===== src/rtl/pipe_stage_pkg.sv =====
// Shared types and default widths for the skid-buffered pipeline stage.
// Holds the occupancy state enum and the default payload widths.
package pipe_stage_pkg;

   localparam int DEF_DATAW = 128;
   localparam int DEF_CTRLW = 16;

   typedef enum logic [1:0] {
      EMPTY = 2'd0,
      ONE   = 2'd1,
      FULL  = 2'd2
   } stage_state_e;

endpackage


===== src/rtl/pipe_reg_en.sv =====
// Width-parameterised register with load enable and synchronous
// active-low reset that clears the contents to zero.
module pipe_reg_en #(
   parameter int W = 8
) (
   input  logic         clk,
   input  logic         rst,
   input  logic         en,
   input  logic [W-1:0] d,
   output logic [W-1:0] q
);

   // Load on enable, clear while reset is held low
   always_ff @(posedge clk) begin
      if (!rst) begin
         q <= '0;
      end else if (en) begin
         q <= d;
      end
   end

endmodule


===== src/rtl/pipe_skid_stage.sv =====
// Two-entry skid-buffered pipeline stage with registered ready/valid.
// A main register drives the outputs; a skid register catches the beat
// that arrives while the downstream is stalled. Flush drops all held
// beats and zeroes the stored control so a bubble has no side effects,
// while the data payload is left untouched.
// Optional feature: define PIPE_SKID_STALL_CNT_EN to add a 32-bit
// stall_cnt output counting cycles with out_valid=1 and out_ready=0.
module pipe_skid_stage
   import pipe_stage_pkg::*;
#(
   parameter int DATAW = DEF_DATAW,
   parameter int CTRLW = DEF_CTRLW
) (
   input  logic             clk,
   input  logic             rst,
   input  logic             flush,
   input  logic             in_valid,
   output logic             in_ready,
   input  logic [DATAW-1:0] in_data,
   input  logic [CTRLW-1:0] in_ctrl,
   output logic             out_valid,
   input  logic             out_ready,
   output logic [DATAW-1:0] out_data,
   output logic [CTRLW-1:0] out_ctrl
`ifdef PIPE_SKID_STALL_CNT_EN
   ,
   output logic [31:0]      stall_cnt
`endif
);

   stage_state_e     state;
   stage_state_e     next_state;
   logic             in_ready_q;
   logic             out_valid_q;

   logic             xfer_in;
   logic             xfer_out;
   logic             load_main_in;
   logic             load_main_skid;
   logic             load_skid;

   logic             main_en;
   logic             main_ctrl_en;
   logic             skid_ctrl_en;
   logic [DATAW-1:0] main_data_d;
   logic [CTRLW-1:0] main_ctrl_d;
   logic [CTRLW-1:0] skid_ctrl_d;

   logic [DATAW-1:0] main_data;
   logic [CTRLW-1:0] main_ctrl;
   logic [DATAW-1:0] skid_data;
   logic [CTRLW-1:0] skid_ctrl;

   assign xfer_in  = in_valid & in_ready_q;
   assign xfer_out = out_valid_q & out_ready;

   // Next occupancy and which register loads from where; flush wins
   always_comb begin
      next_state     = state;
      load_main_in   = 1'b0;
      load_main_skid = 1'b0;
      load_skid      = 1'b0;
      case (state)
         EMPTY: begin
            if (xfer_in) begin
               next_state   = ONE;
               load_main_in = 1'b1;
            end
         end
         ONE: begin
            if (xfer_in && xfer_out) begin
               load_main_in = 1'b1;
            end else if (xfer_in) begin
               next_state = FULL;
               load_skid  = 1'b1;
            end else if (xfer_out) begin
               next_state = EMPTY;
            end
         end
         FULL: begin
            if (xfer_out) begin
               next_state     = ONE;
               load_main_skid = 1'b1;
            end
         end
         default: begin
            next_state = EMPTY;
         end
      endcase
      if (flush) begin
         next_state     = EMPTY;
         load_main_in   = 1'b0;
         load_main_skid = 1'b0;
         load_skid      = 1'b0;
      end
   end

   // Register input muxes: ctrl registers also load zero on flush
   always_comb begin
      main_en      = load_main_in | load_main_skid;
      main_ctrl_en = main_en | flush;
      skid_ctrl_en = load_skid | flush;
      main_data_d  = load_main_skid ? skid_data : in_data;
      main_ctrl_d  = flush ? '0 : (load_main_skid ? skid_ctrl : in_ctrl);
      skid_ctrl_d  = flush ? '0 : in_ctrl;
   end

   // Occupancy state with registered ready and valid derived from it
   always_ff @(posedge clk) begin
      if (!rst) begin
         state       <= EMPTY;
         in_ready_q  <= 1'b0;
         out_valid_q <= 1'b0;
      end else begin
         state       <= next_state;
         in_ready_q  <= (next_state != FULL);
         out_valid_q <= (next_state != EMPTY);
      end
   end

   pipe_reg_en #(.W(DATAW)) u_main_data (
      .clk (clk),
      .rst (rst),
      .en  (main_en),
      .d   (main_data_d),
      .q   (main_data)
   );

   pipe_reg_en #(.W(CTRLW)) u_main_ctrl (
      .clk (clk),
      .rst (rst),
      .en  (main_ctrl_en),
      .d   (main_ctrl_d),
      .q   (main_ctrl)
   );

   pipe_reg_en #(.W(DATAW)) u_skid_data (
      .clk (clk),
      .rst (rst),
      .en  (load_skid),
      .d   (in_data),
      .q   (skid_data)
   );

   pipe_reg_en #(.W(CTRLW)) u_skid_ctrl (
      .clk (clk),
      .rst (rst),
      .en  (skid_ctrl_en),
      .d   (skid_ctrl_d),
      .q   (skid_ctrl)
   );

   assign in_ready  = in_ready_q;
   assign out_valid = out_valid_q;
   assign out_data  = main_data;
   assign out_ctrl  = out_valid_q ? main_ctrl : '0;

`ifdef PIPE_SKID_STALL_CNT_EN
   // Count stalled cycles; wraps naturally, survives flush
   always_ff @(posedge clk) begin
      if (!rst) begin
         stall_cnt <= '0;
      end else if (out_valid_q && !out_ready) begin
         stall_cnt <= stall_cnt + 32'd1;
      end
   end
`endif

endmodule


===== config.mk =====
export PLATFORM = sky130hd
export DESIGN_NAME = pipe_skid_stage
export DESIGN_NICKNAME = d
export VERILOG_FILES = /design/src/rtl/pipe_stage_pkg.sv /design/src/rtl/pipe_reg_en.sv /design/src/rtl/pipe_skid_stage.sv
export SDC_FILE = /design/constraint.sdc
export NUM_CORES = 1
export LEC_CHECK = 0
export ABC_AREA = 1
export ABC_CLOCK_PERIOD_IN_PS = 4000
export CORE_MARGIN = 1
export CORE_UTILIZATION = 40
export CTS_BUF_LIST = sky130_fd_sc_hd__clkbuf_8
export DETAILED_ROUTE_END_ITERATION = 8
export PLACE_DENSITY = 0.74
export SLEW_MARGIN = 20
export SYNTH_ARGS = -nofsm -noshare
export SYNTH_HDL_FRONTEND = slang
export SYNTH_SLANG_ARGS = --single-unit

===== constraint.sdc =====
create_clock -name clk -period 4 [get_ports clk]
set_input_delay 0.4 -clock clk [delete_from_list [all_inputs] [get_ports clk]]
set_output_delay 0.4 -clock clk [all_outputs]
set_load 0.01 [all_outputs]

# == Word level (Yosys, flattened, before mapping) ==
# Index checks and enable logic that the tools add are counted.
# totals
output_inout_bits,146
register_bits,292
# op_classes
mux,22
n_eq_ne,3
n_bitwise,5
n_reduce_logical,3
# op_table
cell,n
$mux W128,1
$mux W16,4
$mux W2,6
$mux W1,9
$pmux W2 S3,1
$or A1 B1 Y1,3
$and A1 B1 Y1,2
$eq A2 B1 Y1 const B,1
$eq A2 B2 Y1 const B,1
$logic_not A2 Y1,1
$ne A2 B2 Y1 const B,1
$pmux W1 S2,1
$reduce_bool A2 Y1,1
$logic_and A1 B1 Y1,1

# == Logic depth before layout (Yosys ltp) ==
# Gate-level depths: netlist (run 1).
# logic_depth
word_depth,7
mapped_depth,11
depth_no_buf,8

# == By module ==
# From an unflattened synthesis (run 1), not the netlist that was laid out.
# hier_totals
cells_unflattened,2392
area_unflattened_um2,14274.9
# modules_own_cells
mod,cells_per_inst,instances,area_per_inst_um2
pipe_reg_en (u_main_data ...),810,2,5185.0
pipe_skid_stage,570,1,2556.2
pipe_reg_en (u_main_ctrl ...),101,2,674.4

# == Least setup slack after synthesis (run 1) ==
# Ideal clock, no wire load.
# synth_path
path_type,reg-to-reg
start,"register out_valid_q, in the netlist out_valid"
end,register u_main_data.q[10]
t_arrival_ps,1505
path_stages_with_launch,11
synth_period_minus_slack_ps,1621
setup_slack_ps,2379
path_buffers,3
path_cell_list,dfxtp_1 buf_4 nand2_2 nor2_2 nand2_2 nand2_2 inv_2 buf_2 buf_2 nor2_1 nor2_1
# synth_via
elab_chain_len,6
elab_cells_between_ends,10
classes_between,7 x mux; 2 x bitwise; 1 x reduce/logical
# synth_rtl
element,line_no,source
from (decl),pipe_skid_stage.sv:34,logic out_valid_q;
from (signal assigned),pipe_skid_stage.sv:117,out_valid_q <= (next_state != EMPTY);
$and A1 B1 Y1 *,pipe_skid_stage.sv:55,assign xfer_out = out_valid_q & out_ready;
$logic_and A1 B1 Y1,pipe_skid_stage.sv:71,if (xfer_in && xfer_out) begin
$mux W1,pipe_skid_stage.sv:71,
$pmux W1 S2,pipe_skid_stage.sv:63,case (state)
$mux W1,pipe_skid_stage.sv:90,if (flush) begin
$or A1 B1 Y1,pipe_skid_stage.sv:100,main_en = load_main_in | load_main_skid;
to (signal assigned),pipe_reg_en.sv:16,q <= '0;
to (signal assigned),pipe_reg_en.sv:18,q <= d;
to (decl),pipe_reg_en.sv:10,output logic [W-1:0] q
# Every way passes the cells marked *; elsewhere a longest branch is shown, timed or not.
# A chain may end at the register's enable or synchronous reset.

# == Worst setup path in the final report (run 1) ==
# layout_path
start,"register out_valid_q, in the netlist out_valid"
end,register u_main_data.q[62]
# The elaborated chain is that of the path after synthesis.

==> results.cfg, run 1 <==
[power_and_ir_drop]
p_comb_frac = 0.106
peakVddDrop_uv = 244
totalPowerFinal_mw = 6.26
power.switching_mw = 1.50
power.internal_mw = 4.75
p_sw_frac = 0.240
sequentialPowerShare = 0.488
p_clk_frac = 0.405
pwr_density_cell_mw_per_mm2 = 391
p_leak_nw = 6.86

[synthesis]
synth.largest_area_cell = dfxtp_1
ys_seq_elements = 292
ys_types = 21
yosysTopAreaCellShare = 0.487
mappedNetlistNets = 1939
syn_area_mm2 = 0.0120
synthCells = 1790
yosysSeqAreaShare = 0.487
ys_warn_count = 0
syn_avg_cell_area_um2 = 6.71
synth_area_leaders = dfxtp_1, nor2_1, nand2_1

[cts]
clk_pin_slew_ns = 0.06
clk_latency_ns = 0.55
tritoncts = done
post_cts_buffers = 0
cts.sinks = 292
cts_max_level = 2
numCtsBuffers = 50
cts-root-buf = clkbuf_8
cts_max_path_buffers = 3
post_cts_resized = 0
cts_hold_buffers = 0

[sta]
layout_min_cycle_time_ns = 3.06
finalSetupTns_ns = 0
fmax_ghz = 0.327
finClkSkew_ns = 0.0153
worst_pin_slew_ns = 1.04
slew_viol_final = 0
worst_slack_ns = 0.938
post-route-period-util = 0.765
hold_violations = 0
fin_hold_ws_ns = 0.459
final-setup-viol-count = 0
grt_setup_unrepaired = false
maxSlewHeadroom = 0.305

[setup_path]
startpoint_type = flip-flop
path_cells = nand2_2 > nor2_2 > nand2_4 > nand2_4 > inv_4 > buf_4 > nor2_1 > nor2_1
slowest_stage = dfxtp_1
cp-end-kind = flip-flop
cpLargestDelayFamily = simple AND/OR/NAND/NOR gates
crit_type = reg -> reg
critPathMaxStageDelay_ns = 0.78
path_max_fanout = 46
arrival_ns = 3.50
crit_buf_inv = 2
crit_required_ns = 4.43

[global_routing]
grt_pass1_vias = 11500
grt_first_pass_wirelength_um = 56000
grt_usage = 0.221
grt_max_degree = 261
antenna_found_initial = 2
grt_overflow = 0

[final_layout]
mostFrequentLayoutCells = nor2_1, nand2_1, clkdlybuf4s50_1
fin_util = 0.541
final_cell_area_mm2 = 0.0160
post_route_cells_drive_above_1_share = 0.0452
area_growth_pct = 33.2
layout_commonest_cell = nor2_1
fin_cells = 2448
fin_nets = 2174
nFillCells = 2867

[place]
dpl_cell_area_mm2 = 0.0150
hpwl_um = 20800
dp_slack_ns = 0.751
dpl.cell_count = 2363
gp_congestion = 0.803
port-buffer-count = 294

[floorplan]
rows = 63
ios = 295
initial_core_util = 0.406
coreArea_mm2 = 0.0296
die_y_um = 175
fp.dieArea_mm2 = 0.0307
fp.dieW_um = 175

[route]
routed_wl_um = 34500
drc = 0
wire_per_inst_um = 14.1
avgViaCountPerCell = 4.88
ant_nets = 0
drtIter0Drc = 897
firstDrtPassIters = 5
vias = 11900

[run]
maxCapViolations = 0

[run_status]
status = finished, final reports clean

[worst_hold_path]
holdCritPathClass = in -> reg
## Yosys cell counts
library cell / n
a211oi_1: 1
a21boi_0: 1
a21oi_1: 26
a21oi_2: 1
a31oi_1: 1
buf_2: 30
buf_4: 18
clkbuf_1: 70
clkbuf_2: 7
dfxtp_1: 292
inv_1: 24
inv_2: 7
nand2_1: 496
nand2_2: 3
nand3_1: 11
nand3_2: 1
nand4_1: 7
nor2_1: 532
nor2_2: 2
o21ai_0: 253
o21ai_1: 7
## area by class of cell
class                      instances  area, µm²  area share
antenna                            1       2.50    0.000157
multi-input combinational       1342       5490       0.343
clock inverter                    24        119     0.00743
tap                              390        488      0.0305
timing repair buffer             308       3100       0.194
sequential                       292       5850       0.366
clock buffer                      60        826      0.0516
inverter                          31        121     0.00759
## worst reg2reg max path: cells and delay by family, from the launching register on
kind,cells,cell delay (ns)
AND/OR/NAND/NOR,6,1.48
buffers and inverters,2,0.69
flip-flops,1,0.78
## kinds of logic after synthesis
family,after synthesis,share of synthesized area
AND/OR/NAND/NOR,1052,0.333
flip-flops,292,0.487
AO/OA/AOI/OAI,290,0.122
buffers and inverters,156,0.0583
## registers in the layout, indices dropped and copies added, names as in the netlist
register / cells
u_main_data.q: 128
u_skid_data.q: 128
u_main_ctrl.q: 16
u_skid_ctrl.q: 16
state: 2
in_ready: 1
out_valid: 1
## layer usage
metal  track usage  wire [µm]  vias up
li1              -          -     6066
met1         0.277      14900     5391
met2         0.373      16000      407
met3        0.0498       2560       74
met4        0.0754        968        2
met5             0         13        -
## power groups by stage
stage	clock network (mW)	logic [mW]	registers (mW)
5_1_grt	2.74	0.734	3.06
6_report	2.54	0.666	3.06
3_3_place_gp	0	0.658	3.12
3_5_place_dp	0	0.665	3.12
4_1_cts	2.62	0.669	3.06
2_1_floorplan	0	0.262	3.14
## final timing paths
| kind | start | endpoint | slack [ns] | cells after the start |
|---|---|---|---|---|
| worst max register to register | out_valid | u_main_data.q[62] | 0.94 | 8 |
| worst min-delay path | in_ctrl[1] | u_skid_ctrl.q[1] | 0.46 | 3 |
| worst min register to register | u_skid_ctrl.q[15] | u_skid_ctrl.q[15] | 0.46 | 2 |
| worst max-delay path | out_valid | u_main_data.q[62] | 0.94 | 8 |
Power figures use the tool's default switching activity.
==> run 2: changes to the inputs <==
ABC_CLOCK_PERIOD_IN_PS = 2480   (was 4000)
PLACE_DENSITY = 0.77   (was 0.74)
clock period = 2.48 ns   (was 4 ns; I/O delays follow)
==> results.cfg, run 2 (synthesis results as in run 1) <==
[setup_path]
startpoint_type = flip-flop
rrSetupSlack_ns = 0.69
r2r_end = u_main_data.q[45]
crit_required_ns = 2.23
timing.rr.start = state[0]
path_max_fanout = 17
crit_type = reg -> out
arrival_ns = 1.84
ff2ff_path_depth = 9
cp-end-kind = primary output

[power_and_ir_drop]
peakVddDrop_uv = 346
p_leak_nw = 6.95
pwr_density_cell_mw_per_mm2 = 621
totalPowerFinal_mw = 10.0

[worst_hold_path]
min_path_cells = 5
hp-start = rst
hold-path-endpoint = out_valid
holdCritPathClass = in -> reg

[place]
port-buffer-count = 294
dpl.cell_count = 2375
gp_congestion = 0.797
hpwl_um = 20900

[cts]
clk_latency_ns = 0.56
cts_max_path_buffers = 3
cts_hold_buffers = 0
tritoncts = done
cts-root-buf = clkbuf_8
numCtsBuffers = 49
post_cts_resized = 0
cts_max_level = 2
cts.sinks = 292
clk_pin_slew_ns = 0.06
post_cts_buffers = 0

[floorplan]
initial_core_util = 0.406
rows = 63
fp.dieW_um = 175
ios = 295
die_y_um = 175
fp.dieArea_mm2 = 0.0307
coreArea_mm2 = 0.0296

[sta]
finalSetupTns_ns = 0
fmax_ghz = 0.480
maxSlewHeadroom = 0.516
layout_min_cycle_time_ns = 2.09
post-route-period-util = 0.841
grt_setup_unrepaired = false
slew_viol_final = 0
finClkSkew_ns = 0.0248
final-setup-viol-count = 0
hold_violations = 0
worst_pin_slew_ns = 0.726

[global_routing]
grt_pass1_vias = 11400
grt_usage = 0.221
grt_overflow = 0
antenna_found_initial = 0
grt_first_pass_wirelength_um = 56200
grt_max_degree = 156

[final_layout]
post_route_cells_drive_above_1_share = 0.0507
fin_nets = 2185
layout_commonest_cell = nor2_1
reg.largest.list = u_main_data.q x128, u_skid_data.q x128
n_antenna_cell = 0
fin_cells = 2462
mostFrequentLayoutCells = nor2_1, nand2_1, clkdlybuf4s50_1
area_growth_pct = 34.5

[run]
maxCapViolations = 0

[route]
vias = 12000
routed_wl_um = 34500
avgViaCountPerCell = 4.87
drc = 0
wire_per_inst_um = 14.0
firstDrtPassIters = 5
ant_nets = 0
drtIter0Drc = 1048

[run_status]
status = finished, final reports clean
run 2: layout make-up:
type / instances / area, µm²
fillers: 2831 / 13400
flip-flops and latches: 292 / 5850
multi-input cells: 1342 / 5490
repair buffers: 320 / 3280
clock buffers: 59 / 812
well taps: 390 / 488
inverters: 31 / 121
clock inverters: 28 / 113
run 2: metrics by stage:
stage | hold slack (ns) | instance area [µm²] | worst slack, ns | util
finish | 0.214 | 16100 | 0.395 | 0.546
floorplan | 0.396 | 12000 | 0.859 | -
global route | 0.212 | 16100 | 0.319 | 0.546
CTS | 0.178 | 16100 | 0.360 | 0.546
global placement | 0.449 | 15200 | 0.358 | 0.515
detailed placement | 0.452 | 15200 | 0.316 | 0.515
run 2: worst max path at each step:
stage               from           endpoint  slack, ns  cells past startpoint
2_1_floorplan  out_valid  u_main_data.q[10]       0.86                     10
3_3_place_gp       flush  u_main_data.q[99]       0.36                      8
5_1_grt        out_valid        out_ctrl[4]       0.32                      4
3_5_place_dp   out_ready  u_main_data.q[45]       0.32                      9
4_1_cts        out_valid        out_ctrl[2]       0.36                      4
6_report       out_valid        out_ctrl[2]       0.39                      4
run 2: worst max-delay path, stage by stage (launching register included):
cell,delay (ns)
dfxtp_1,0.34
buf_4,0.23
nand2_1,0.08
inv_1,0.06
clkdlybuf4s50_1,0.58
run 2: report_power, final:
| part | internal [mW] | switching [mW] |
|---|---|---|
| logic | 0.577 | 0.521 |
| clock network | 2.14 | 1.87 |
| registers | 4.84 | 0.0815 |
run 2: layer usage:
layer	track usage	vias up	share of wire
li1	-	6080	-
met1	0.273	5443	0.43
met2	0.374	395	0.46
met3	0.0511	70	0.078
met4	0.0783	0	0.028
met5	0	-	0
==> run 3: changes to the inputs <==
ABC_CLOCK_PERIOD_IN_PS = 1700   (was 2480)
clock period = 1.7 ns   (was 2.48 ns; I/O delays follow)
==> results.cfg, run 3 (synthesis results as in run 1) <==
[run_status]
status = finished, final reports clean

[cts]
cts_max_path_buffers = 3
clk_pin_slew_ns = 0.06
cts-root-buf = clkbuf_8
tritoncts = done
numCtsBuffers = 49
clk_latency_ns = 0.56
cts_max_level = 2
cts.sinks = 292

[route]
avgViaCountPerCell = 4.89
routed_wl_um = 34700
drtIter0Drc = 783
drc = 0
ant_nets = 0
firstDrtPassIters = 5
wire_per_inst_um = 14.0
vias = 12200

[global_routing]
grt_usage = 0.223
grt_pass1_vias = 11500
grt_first_pass_wirelength_um = 56400
antenna_found_initial = 2
grt_max_degree = 108
grt_overflow = 0

[setup_path]
rrSetupSlack_ns = 0.10
startpoint_type = flip-flop
timing.rr.start = in_ready
ff2ff_path_depth = 7
crit_required_ns = 1.53
arrival_ns = 1.47
startpoint = u_main_data.q[41]
path_cells = clkdlybuf4s50_1
crit_buf_inv = 1
cpLargestDelayFamily = buffers and inverters
worstSetupEndpoint = out_data[41]
path_max_fanout = 2
crit_type = reg -> out
critPathMaxStageDelay_ns = 0.55
crit_cells = 1
cp-end-kind = primary output
r2r_end = u_skid_data.q[30]
slowest_stage = clkdlybuf4s50_1

[floorplan]
fp.dieW_um = 175
die_y_um = 175
initial_core_util = 0.406
fp.dieArea_mm2 = 0.0307
rows = 63
ios = 295
coreArea_mm2 = 0.0296

[sta]
worst_pin_slew_ns = 0.515
layout_min_cycle_time_ns = 1.64
fin_hold_ws_ns = 0.228
hold_violations = 0
grt_setup_unrepaired = true
finalSetupTns_ns = 0
post-route-period-util = 0.965
worst_slack_ns = 0.0589
slew_viol_final = 0
fmax_ghz = 0.609
maxSlewHeadroom = 0.657
finClkSkew_ns = 0.0262
final-setup-viol-count = 0

[final_layout]
area_growth_pct = 38.7
reg.largest.list = u_main_data.q x128, u_skid_data.q x128
post_route_cells_drive_above_1_share = 0.0715
layout_commonest_cell = nor2_1
mostFrequentLayoutCells = nor2_1, nand2_1, dfxtp_1
fin_nets = 2211
fin_cells = 2489

[place]
dp_slack_ns = -0.226
gp_congestion = 0.818
port-buffer-count = 294
hpwl_um = 21900
dpl.cell_count = 2398

[power_and_ir_drop]
totalPowerFinal_mw = 15.4
pwr_density_cell_mw_per_mm2 = 926
peakVddDrop_uv = 693
p_leak_nw = 7.42

[run]
maxCapViolations = 0

[worst_hold_path]
holdCritPathClass = in -> reg
==> run 3: cell count changes in the layout (fill, tap and decap cells not counted), sizes merged, moves of 9 or more <==
cell           before  now
buf                27   57
clkbuf             59   68
clkdlybuf4s50     293  264
dlygate4sd2         0   12
dlymetal6s2s        0   11
inv                55   43
==> run 3: final cells by class <==
class	instances	area [µm²]
diodes	1	2.50
clock buffers	67	922
clock inverters	20	143
fillers	2746	12900
inverters	31	126
multi-input cells	1342	5490
flip-flops and latches	292	5850
well taps	390	488
repair buffers	346	3640
==> run 3: worst min-delay path by stage <==
stage | startpoint | cells past startpoint | endpoint | slack (ns)
after detailed placement | u_skid_ctrl.q[1] | 2 | u_skid_ctrl.q[1] | 0.45
after floorplan | in_ctrl[13] | 2 | u_skid_ctrl.q[13] | 0.32
after global placement | u_skid_ctrl.q[8] | 2 | u_skid_ctrl.q[8] | 0.45
after global routing | in_ctrl[11] | 3 | u_skid_ctrl.q[11] | 0.20
after CTS | in_ctrl[11] | 3 | u_skid_ctrl.q[11] | 0.19
final | in_ctrl[5] | 3 | u_skid_ctrl.q[5] | 0.23
==> run 3: layer usage <==
metal,track usage,share of wire,vias up
li1,-,-,6150
met1,0.280,0.44,5562
met2,0.371,0.46,383
met3,0.0579,0.078,71
met4,0.0721,0.028,2
met5,0,0.00032,-
==> run 3: through the flow <==
| step | util | area [µm²] |
|---|---|---|
| after floorplan | - | 12000 |
| after global placement | 0.525 | 15500 |
| after detailed placement | 0.525 | 15500 |
| after CTS | 0.561 | 16600 |
| after global routing | 0.563 | 16700 |
| final | 0.564 | 16700 |
==> run 3: power breakdown <==
group	switching [mW]	internal, mW
logic	0.774	0.873
registers	0.117	7.06
clock network	2.81	3.80
==> run 3: worst register-to-register path, cell delays in order (launching register included) <==
cell and delay [ns]:
dfxtp_1 0.36, nand2_1 0.14, nor2_2 0.14, buf_4 0.15
nand3_4 0.14, buf_12 0.22, o21ai_0 0.28, nor2_1 0.06
==> run 3: timing repair <==
action,CTS,global route
cloned,0,1
gates resized for setup,37,21
pin swaps,0,0
hold buffers,1,0
setup endpoints to repair,18,158
buffers inserted,1,0
hold endpoints to repair,21,0
